$ cat src/rtl/cpu_control_fsm.sv
// rtl/cpu_control_fsm.sv - multi-cycle control sequencer for the 8-bit accumulator CPU
module cpu_control_fsm #(
    parameter int ALU_WAIT = 0
) (
    input  logic       clk,
    input  logic       reset,
    input  logic [7:0] opcode,
    input  logic       ACisZero,
    output logic       writeEnableAC,
    output logic       writeEnableR,
    output logic       writeEnableMem,
    output logic       PCEnable,
    output logic       instructionRegisterEnable,
    output logic       MSBaddressEnable,
    output logic       LSBaddressEnable,
    output logic       zeroEnable,
    output logic       muxSelectPC,
    output logic       muxSelectAddress,
    output logic       muxSelectALUtoAC,
    output logic       muxSelectMEM_or_R_toAC,
    output logic       halted,
    output logic       instrDone
);
    typedef enum logic [2:0] {
        S_FETCH,
        S_DECODE,
        S_ADDR_HI,
        S_ADDR_LO,
        S_EXEC,
        S_HALT
    } state_t;

    localparam logic [2:0] WAIT_LAST = 3'(ALU_WAIT);
    localparam logic [7:0] OP_LDAC   = 8'h01;
    localparam logic [7:0] OP_STAC   = 8'h02;
    localparam logic [7:0] OP_MVAC   = 8'h03;
    localparam logic [7:0] OP_MOVR   = 8'h04;
    localparam logic [7:0] OP_JUMP   = 8'h05;
    localparam logic [7:0] OP_JMPZ   = 8'h06;
    localparam logic [7:0] OP_JPNZ   = 8'h07;
    localparam logic [7:0] OP_HALT   = 8'hFF;

    state_t     state_q, state_d;
    logic [2:0] wait_q, wait_d;
    logic       is_alu;
    logic       has_addr;

    assign is_alu   = (opcode[7:3] == 5'b00001);
    assign has_addr = (opcode == OP_LDAC) || (opcode == OP_STAC) || (opcode == OP_JUMP)
                   || (opcode == OP_JMPZ) || (opcode == OP_JPNZ);

    // Outputs stay at 0 for the whole reset cycle so nothing is written mid-abort.
    always_comb begin
        writeEnableAC             = 1'b0;
        writeEnableR              = 1'b0;
        writeEnableMem            = 1'b0;
        PCEnable                  = 1'b0;
        instructionRegisterEnable = 1'b0;
        MSBaddressEnable          = 1'b0;
        LSBaddressEnable          = 1'b0;
        zeroEnable                = 1'b0;
        muxSelectPC               = 1'b0;
        muxSelectAddress          = 1'b0;
        muxSelectALUtoAC          = 1'b0;
        muxSelectMEM_or_R_toAC    = 1'b0;
        halted                    = 1'b0;
        instrDone                 = 1'b0;
        state_d                   = state_q;
        wait_d                    = wait_q;
        if (!reset) begin
            case (state_q)
                S_FETCH: begin
                    instructionRegisterEnable = 1'b1;
                    PCEnable                  = 1'b1;
                    state_d                   = S_DECODE;
                end
                S_DECODE: begin
                    if (has_addr) begin
                        state_d = S_ADDR_HI;
                    end else if (opcode == OP_HALT) begin
                        state_d   = S_HALT;
                        instrDone = 1'b1;
                    end else begin
                        state_d = S_EXEC;
                    end
                end
                S_ADDR_HI: begin
                    MSBaddressEnable = 1'b1;
                    PCEnable         = 1'b1;
                    state_d          = S_ADDR_LO;
                end
                S_ADDR_LO: begin
                    LSBaddressEnable = 1'b1;
                    PCEnable         = 1'b1;
                    state_d          = S_EXEC;
                end
                S_EXEC: begin
                    state_d   = S_FETCH;
                    wait_d    = '0;
                    instrDone = 1'b1;
                    case (opcode)
                        OP_LDAC: begin
                            muxSelectAddress       = 1'b1;
                            muxSelectALUtoAC       = 1'b1;
                            muxSelectMEM_or_R_toAC = 1'b1;
                            writeEnableAC          = 1'b1;
                            zeroEnable             = 1'b1;
                        end
                        OP_STAC: begin
                            muxSelectAddress = 1'b1;
                            writeEnableMem   = 1'b1;
                        end
                        OP_MVAC: writeEnableR = 1'b1;
                        OP_MOVR: begin
                            muxSelectALUtoAC = 1'b1;
                            writeEnableAC    = 1'b1;
                            zeroEnable       = 1'b1;
                        end
                        OP_JUMP: begin
                            muxSelectPC = 1'b1;
                            PCEnable    = 1'b1;
                        end
                        OP_JMPZ: begin
                            muxSelectPC = 1'b1;
                            PCEnable    = ACisZero;
                        end
                        OP_JPNZ: begin
                            muxSelectPC = 1'b1;
                            PCEnable    = ~ACisZero;
                        end
                        default: begin
                            // ALU ops hold EXEC until the result has had ALU_WAIT extra cycles.
                            if (is_alu && (wait_q != WAIT_LAST)) begin
                                state_d   = S_EXEC;
                                wait_d    = wait_q + 3'd1;
                                instrDone = 1'b0;
                            end else if (is_alu) begin
                                writeEnableAC = 1'b1;
                                zeroEnable    = 1'b1;
                            end
                        end
                    endcase
                end
                S_HALT: halted = 1'b1;
                default: state_d = S_FETCH;
            endcase
        end
    end

    always_ff @(posedge clk) begin
        if (reset) begin
            state_q <= S_FETCH;
            wait_q  <= '0;
        end else begin
            state_q <= state_d;
            wait_q  <= wait_d;
        end
    end
endmodule

$ cat config.mk
export PLATFORM = sky130hd
export DESIGN_NAME = cpu_control_fsm
export DESIGN_NICKNAME = d
export VERILOG_FILES = /design/src/rtl/cpu_control_fsm.sv
export SDC_FILE = /design/constraint.sdc
export NUM_CORES = 1
export LEC_CHECK = 0
export CORE_UTILIZATION = 36
export DETAILED_ROUTE_END_ITERATION = 8
export PLACE_DENSITY = 0.73
export RECOVER_POWER = 50
export SYNTH_ARGS = -nofsm -noshare
export SYNTH_HDL_FRONTEND = slang
export SYNTH_SLANG_ARGS = --single-unit
export TNS_END_PERCENT = 5
$ cat constraint.sdc
create_clock -name clk -period 1.6 [get_ports clk]
set_input_delay 0.24 -clock clk [delete_from_list [all_inputs] [get_ports clk]]
set_output_delay 0.24 -clock clk [all_outputs]
set_load 0.05 [all_outputs]
==> impl_metrics.toml <==
[run_status]
status = "finished, violations left"
failed_checks = "setup timing"

[synthesis]
ys.flop_type = "dfxtp_1"
postSynth.asyncResetShare = 0
ys_ff_latch = 6
syn_area_per_cell_um2 = 7.395
synthCells = 78
syn_nets = 91
synth_seq_area_share = 0.2082
synth_edf_count = 0
synth_area_um2 = 576.8
yosys_warnings = 0
synth.distinct_cells = 33

[route]
drt_wl_total_um = 2205
dr.pass1.iters = 4
drtIter0Drc = 23
post_drt_wl_per_cell_um = 15.75
routed-via-count = 786
viasPerCell = 5.614
drc_errors = 0
ant_nets = 0

[final_layout]
layout_common_cells = "buf_4, buf_12, nand2_1, a21oi_1, dfxtp_2"
drive_gt1_frac = 0.5806
final_cell_area_um2 = 1275
syn_to_final_growth_pct = 121.0
diodes = 0
fin_util = 0.8463
nets = 139
fill_cells = 77
layout.cells.non_filler = 140
final_common_cell = "buf_4"

[sta]
post-route-period-util = 1.218
max_freq_mhz = 513.2
skew_ns = 0.007289
tightest_slew_ns = 0.3366
setup_ws_ns = -0.3485
slew_headroom = 0.7735
maxSlewViolCount = 0
hold_viol = 0
setup_viol = 11
rsz0062_at_grt = "true"
finalCriticalPeriod_ns = 1.948
tns_ns = -2.925

[clock_tree]
cts_tree = "built"
cts.clk_slew.worst_paths_ns = 0.05
clockBufferDepth = 2
root_buffer = "clkbuf_4"
ctsHoldBuffers = 0
cts_buffers = 3
h-tree-depth = 1
clk_latency_ns = 0.25
cts_sinks = 6

[global_routing]
grt_pass1_vias = 788
grt_pass1_wl_um = 3560
grtUsageTotal = 0.2619
grt.overflow.total = 0
grt_max_degree = 11
antenna_found_initial = 0

[floorplan]
row_count = 14
die_h_um = 42.03
die-width_um = 42.03
ios = 25
die-area_um2 = 1766
start_util = 0.3829
core_area_um2 = 1506

[placement]
gp_congestion = 0.8086
hpwl_um = 1587
dpl_cell_area_um2 = 1187
portBuffers = 24
placedCellCount = 136

[setup_path]
r2r-end = "wait_q[0]"
slowest_stage = "dfxtp_2"
start_kind = "flip-flop"
path_buf_inv = 2
slowest_delay_ns = 0.35
crit_path_end_kind = "output port"
crit_path_cell_trace = "nor4b_4, nand3_2, buf_6, nor3_4, a31o_4, buf_12"
cp.arrival_ns = 1.71
crit_path_end = "zeroEnable"
ff2ff_path_depth = 8
r2r_start = "wait_q[0]"
path_delay_family = "simple AND/OR/NAND/NOR gates"
startpoint = "state_q[1]"
path_depth = 6
critPathRequiredTime_ns = 1.36
reg2reg_slack_ns = 0.04
cp_max_fo = 5
crit_type = "flip-flop to output port"

[power]
powerDensity_nw_per_um2 = 404.2
p_leak_nw = 0.5153
power_mw = 0.5153
ir_drop_uv = 378.0

[min_path]
hp-class = "primary input to flip-flop"

[flow_run]
cap_viol_max_count = 0
[what timing repair did]
action / 4_1_cts / 5_1_grt
pin swaps: 13 / 3
gates cloned: 0 / 0
buffers inserted: 1 / 0
setup endpoints to repair: 18 / 17
gates resized for setup: 24 / 12
[worst min-delay path, stage by stage]
cell,delay (ns)
buf_2,0.12
nand4_1,0.16
a21oi_1,0.09
[synthesized netlist by cell type, types with 2 or more instances]
cell	instances	area (um^2)
nor2_1	10	37.54
nor3b_1	2	15.01
nor4_1	3	18.77
xnor2_1	2	17.52
ha_1	2	25.02
buf_2	3	15.01
nand4_1	3	18.77
nor4b_1	2	17.52
nor2b_1	2	12.51
nand2_1	8	30.03
nor3_1	3	15.01
a21oi_1	6	30.03
nand2b_1	4	25.02
inv_1	4	15.01
dfxtp_1	6	120.1
[cell type report]
| class | instances | area [um^2] | area share |
|---|---|---|---|
| multi-input combinational | 63 | 530.5 | 0.4161 |
| inverter | 4 | 15.01 | 0.01178 |
| clock buffer | 3 | 22.52 | 0.01766 |
| sequential | 6 | 126.4 | 0.09912 |
| tap | 16 | 20.02 | 0.01570 |
| timing repair buffer | 48 | 560.5 | 0.4396 |
[logic make-up after synthesis]
logic type	count (synthesis)	synth area share
simple gates	46	0.4729
compound gates	12	0.1540
buf+inv	9	0.07157
flops	6	0.2083
xor+xnor	2	0.03037
fa+ha+maj	2	0.04338
mux	1	0.01952
[flip-flops by register name (all words and copies together) (netlist names)]
signal / cells
state_q: 3
wait_q: 3
[stage by stage]
stage | worst slack, ns | hold WS, ns
after floorplan | -0.5366 | 0.4351
after global placement | -0.4951 | 0.4615
after detailed placement | -0.5373 | 0.4764
after CTS | -0.3456 | 0.4842
after global routing | -0.4206 | 0.4135
final | -0.3485 | 0.4050
[power by group]
group | switching (mW) | internal (mW) | total, mW
logic | 0.107 | 0.103 | 0.210
clock network | 0.0568 | 0.0850 | 0.142
registers | 0.00775 | 0.155 | 0.163
[worst min-delay path by stage]
stage,start,to,depth (start not counted)
CTS,opcode[7],state_q[0],3
global placement,wait_q[0],wait_q[0],2
floorplan,opcode[3],state_q[0],2
detailed placement,wait_q[0],wait_q[0],2
finish,opcode[7],state_q[0],3
global route,opcode[7],state_q[0],3
[metal layers]
metal | track usage | up-vias | share of wire
met1 | 0.3062 | 371 | 0.41
met5 | 0 | - | 0
li1 | - | 375 | -
met3 | 0.02586 | 2 | 0.062
met4 | 0.1063 | 0 | 0.0045
met2 | 0.4844 | 38 | 0.52
Note: power is estimated with default switching activity, not from simulation.
